===== src/rtl/tff_updown_counter.sv =====
// tff_updown_counter: up/down modulo counter built from T-type toggle cells.
// Each bit updates as q[i] <= q[i] ^ t_vec[i]. The toggle vector comes from the
// count direction and wrap detection. Load has priority over counting.
// Ports:
//   clk       rising-edge clock
//   rst_n     asynchronous active-low reset (q=0, wrap=0)
//   en        count enable, one step per clk
//   up        direction: 1 = increment, 0 = decrement
//   load      synchronous parallel load strobe (clamped to MODULUS-1)
//   load_val  value for load
//   q         current count (registered)
//   t_vec     toggle vector applied at the next edge (combinational)
//   wrap      registered 1-cycle pulse: a wrap occurred at the last edge
module tff_updown_counter #(
    parameter int unsigned WIDTH   = 4,
    parameter int unsigned MODULUS = 16
) (
    input  logic             clk,
    input  logic             rst_n,
    input  logic             en,
    input  logic             up,
    input  logic             load,
    input  logic [WIDTH-1:0] load_val,
    output logic [WIDTH-1:0] q,
    output logic [WIDTH-1:0] t_vec,
    output logic             wrap
);

    // One extra bit so MODULUS == 2**WIDTH is representable in range checks.
    localparam int unsigned         EXT_W   = WIDTH + 1;
    localparam logic [WIDTH-1:0]    MAX_VAL = WIDTH'(MODULUS - 1);
    localparam logic [EXT_W-1:0]    MOD_EXT = EXT_W'(MODULUS);

    logic [WIDTH-1:0] t_up;
    logic [WIDTH-1:0] t_dn;
    logic [WIDTH-1:0] load_clamped;
    logic             chain_one;
    logic             chain_zero;
    logic             out_of_range;
    logic             at_max;
    logic             at_zero;
    logic             wrap_c;

    assign out_of_range = ({1'b0, q} >= MOD_EXT);
    assign at_max       = (q == MAX_VAL);
    assign at_zero      = (q == '0);
    assign load_clamped = ({1'b0, load_val} >= MOD_EXT) ? MAX_VAL : load_val;

    // Ripple toggle chains: bit i toggles when all lower bits are 1 (up) or 0 (down).
    always_comb begin
        t_up       = '0;
        t_dn       = '0;
        chain_one  = 1'b1;
        chain_zero = 1'b1;
        for (int i = 0; i < int'(WIDTH); i++) begin
            t_up[i]    = chain_one;
            t_dn[i]    = chain_zero;
            chain_one  = chain_one & q[i];
            chain_zero = chain_zero & ~q[i];
        end
    end

    // Toggle selection: wrap cases pick a vector that lands exactly on 0 or MAX_VAL.
    always_comb begin
        t_vec  = '0;
        wrap_c = 1'b0;
        if (!load && en) begin
            if (out_of_range) begin
                t_vec  = q;
                wrap_c = 1'b1;
            end else if (up) begin
                if (at_max) begin
                    t_vec  = q;
                    wrap_c = 1'b1;
                end else begin
                    t_vec = t_up;
                end
            end else begin
                if (at_zero) begin
                    t_vec  = MAX_VAL;
                    wrap_c = 1'b1;
                end else begin
                    t_vec = t_dn;
                end
            end
        end
    end

    // Toggle-cell register bank plus wrap strobe.
    always_ff @(posedge clk or negedge rst_n) begin
        if (!rst_n) begin
            q    <= '0;
            wrap <= 1'b0;
        end else if (load) begin
            q    <= load_clamped;
            wrap <= 1'b0;
        end else begin
            q    <= q ^ t_vec;
            wrap <= wrap_c;
        end
    end

endmodule


===== config.mk =====
export PLATFORM = sky130hd
export DESIGN_NAME = tff_updown_counter
export DESIGN_NICKNAME = d
export VERILOG_FILES = /design/src/rtl/tff_updown_counter.sv
export SDC_FILE = /design/constraint.sdc
export NUM_CORES = 1
export LEC_CHECK = 0
export ABC_CLOCK_PERIOD_IN_PS = 2700
export BUFFER_PORTS_ARGS = -buffer_cell sky130_fd_sc_hd__buf_4
export CAP_MARGIN = 20
export CORE_AREA = 2 2 39 41
export DETAILED_ROUTE_END_ITERATION = 12
export DIE_AREA = 0 0 41 43
export PLACE_DENSITY_LB_ADDON = 0.12
export SLEW_MARGIN = 40
export SYNTH_ARGS = -nofsm -noshare
export SYNTH_HDL_FRONTEND = slang
export SYNTH_SLANG_ARGS = --single-unit

===== constraint.sdc =====
create_clock -name clk -period 2.7 [get_ports clk]
set_clock_uncertainty 0.15 [all_clocks]
set_input_delay 0.27 -clock clk [delete_from_list [all_inputs] [get_ports clk]]
set_output_delay 0.27 -clock clk [all_outputs]
set_load 0.03 [all_outputs]

==> summary.txt <==
Logic synthesis
  • Post-synthesis sequential area ratio: a little over a third
  • Cell Area, Synth: between 300 and 400 sq um
  • Avg Cell Area, Syn: a little over 9 sq um
  • Ys Warns: 0
  • Count of mapped cells out of synthesis: 38
  • #FFs+latches synth: 5
  • Yosys top cell area share: between 30% and 40%
  • Syn_nets: 47
  • Distinct cells, synth: 22
  • Post-synthesis cell type with the largest combined area: dfrtp_1
  • Leading post-synthesis cells by cell area: dfrtp_1, a2111oi_4, nand3_1

Pwr
  • Sw power: 0.0960 mW
  • Power Internal: around 0.18 mW
  • Power Density: ~520 nW/um^2
  • Logic pwr share: 33.5%
  • Clk network pwr share: around 31%
  • Register share of total power: a little over a third
  • Switching share of total power: between 30% and 40%
  • P_leak: 0.242 nW
  • Peak VDD IR: around 170 uV

Placed design
  • Placed cell count: 70
  • DP HPWL: roughly 700 microns
  • Placed Area: between 400 and 500 sq um
  • # port buffers: 17
  • GPL Wtd Cong: approximately 0.71

Clock tree
  • Clock tree buffer depth: 2
  • CTS Buf Count: 3
  • Clk Latency, worst-skew pair: approximately 0.24 ns
  • Setup bufs post-CTS: 0
  • Root Buffer: clkbuf_4
  • Clock Sinks: 5
  • TritonCTS clock tree: yes
  • Clock-pin transition on the worst setup and hold timing paths: about 0.040 ns
  • H-tree levels: 1
  • Post_cts resized: 0

Worst setup path
  • Kind of critical path: reg -> out
  • Most Frequent Cell on Critical Path: nor2_1
  • CP Launch Type: flop
  • Critical Path Fanout Max: 7
  • Worst setup EP type: primary output
  • Worst reg2reg path depth: 3
  • Crit-path cells: nor4_1 -> nor2_1 -> nor2_1 -> buf_4
  • Slowest cell on crit path: nor4_1
  • Worst path max stage delay: 0.53 ns
  • Required @ worst endpoint: between 2 and 2.5 ns
  • WP data arrival: 1.59 ns

Die
  • Row count: 14
  • Die Wd: 41 microns
  • Chip Height: approximately 43 microns
  • Ports: 18
  • Die area: between 1500 and 2000 sq um
  • Core footprint: around 1400 sq um
  • Starting Density: between 20% and 30%

Final layout
  • ANT cells: 0
  • Final std cells w/o fill: 75
  • Nets: between 60 and 70
  • FF/Latch Area: between 100 and 150 sq um
  • Share of layout cells above drive strength 1: between 30% and 40%
  • Layout fillers: 149
  • Final std cell area, no fill: roughly 530 sq um
  • Area growth syn-to-layout: 51.4%
  • Area occupied by multi-input gates: 214 sq um
  • Utilization after layout: between 30% and 40%

Worst hold path
  • Type of the most critical hold path: in -> reg
  • Hold Crit Depth: 3

Timing
  • Max_slew headroom: 65.0%
  • Part of the cycle the worst path needs: 74.4%
  • RSZ-0062 raised after global routing: no
  • Slew Viols, Final: 0
  • Setup TNS Final: 0 ns
  • Final hold violations: 0
  • F_max: ~500 MHz
  • Worst Tran Pin Value: ~0.52 ns
  • Tmin final: roughly 2 ns
  • Final setup viols: 0

Outcome
  • Status: complete, no violations

Global route
  • Total GRT Usage: 12.4%
  • First-pass GRT wire length: about 1400 microns
  • Initial antenna violation count: 0
  • Number of global-route vias before repair: around 340
  • Grt total ovfl: 0
  • Largest net degree at the start of global routing: 14

Routing
  • WL final: 858 microns
  • Residual DRC: 0
  • Avg WL per Cell: approximately 11 microns
  • DR vias: ~360
  • Drt first pass iters: 2
  • Final ANT Viol Nets: 0
  • Post-DR vias/cell: about 4.9
  • 1st-iter DRT viols: 2

Run
  • Max-cap violations: 0
==> cells by family (layout without fill, tap and decap cells) <==
family | count (synthesis) | in the layout | share of synthesized area [%]
AND/OR/NAND/NOR | 19 | 19 | 33.2
XOR/XNOR | 2 | 2 | 5.00
AO/OA/AOI/OAI | 8 | 8 | 20.0
flip-flops | 5 | 5 | 35.7
multiplexers | 1 | 1 | 2.86
buffers and inverters | 3 | 24 | 3.21
==> worst paths after layout <==
kind,startpoint,end,slack (ns)
max in group asynchronous,rst_n,q[2]$_DFF_PN0_,2.08
max,q[0]$_DFF_PN0_,t_vec[3],0.69
min reg2reg,q[3]$_DFF_PN0_,wrap$_DFF_PN0_,0.52
min in group asynchronous,rst_n,q[0]$_DFF_PN0_,0.22
min,load_val[0],q[0]$_DFF_PN0_,0.08
max reg2reg,q[0]$_DFF_PN0_,q[2]$_DFF_PN0_,1.06
==> cell type report <==
| class | count | share of cell area [%] |
|---|---|---|
| multi-input cells | 30 | 40.3 |
| flip-flops and latches | 5 | 23.6 |
| clock buffers | 4 | 4.95 |
| repair buffers | 18 | 25.9 |
| well taps | 16 | 3.77 |
| inverters | 2 | 1.42 |
==> worst max-delay path, delay by kind of cell (launching register included) <==
family	cells	cell delay, ns
buffers and inverters	1	0.16
flip-flops	1	0.45
AND/OR/NAND/NOR	3	0.73
==> metal layers <==
layer  share of wire [%]  up-vias  track usage (%)  wire length (microns)
met3                 7.0        2             3.14                     60
met5                   0        -                0                      0
met2                  43       13             16.9                    368
li1                    -      184                -                      -
met1                  48      165             16.6                    412
met4                 2.0        0             8.00                     17
==> power by group through the flow <==
| stage | Combinational (mW) | Clock [mW] | Sequential, mW |
|---|---|---|---|
| floorplan | 0.0401 | 0 | 0.113 |
| global placement | 0.0936 | 0 | 0.0998 |
| detailed placement | 0.0930 | 0 | 0.0992 |
| CTS | 0.0941 | 0.0912 | 0.0983 |
| global route | 0.102 | 0.0977 | 0.0998 |
| finish | 0.0930 | 0.0863 | 0.0986 |
==> sequential cells by signal (all words and copies together) (netlist names) <==
signal / flops
q: 4
wrap: 1
==> through the flow <==
stage	total power [mW]	hold WS, ns	setup slack (ns)
3_3_place_gp	0.193	-0.0758	0.997
3_5_place_dp	0.192	-0.0733	0.936
6_report	0.278	0.0839	0.692
5_1_grt	0.299	0.111	0.474
2_1_floorplan	0.153	-0.176	0.763
4_1_cts	0.284	0.0807	0.664
==> cells in the mapped netlist <==
cell type / instances
or3_4: 1
nand2_1: 2
a221o_1: 1
or4b_1: 1
xor2_1: 1
o21ai_0: 3
xnor2_1: 1
nor4_1: 1
and4_2: 1
clkbuf_1: 1
dfrtp_1: 5
a21o_1: 1
a21oi_1: 2
nand3_1: 3
inv_1: 2
nor2_1: 4
a2111oi_4: 1
or4_1: 1
nor3b_1: 2
nand2b_1: 1
nor2b_1: 2
mux2i_1: 1
==> cells in the final DEF (no fill, tap or decap), drive strengths merged, types with 2 or more instances in the layout <==
| cell type | instances |
|---|---|
| a21oi | 2 |
| buf | 17 |
| clkbuf | 4 |
| dfrtp | 5 |
| inv | 2 |
| nand2 | 2 |
| nand3 | 3 |
| nor2 | 4 |
| nor2b | 2 |
| nor3b | 2 |
| o21ai | 3 |
==> timing repair <==
action	in CTS	in global routing
endpoints found under the setup margin	0	0
hold endpoints to repair	5	0
hold buffers	1	0
Note: power is estimated with default switching activity, not from simulation.
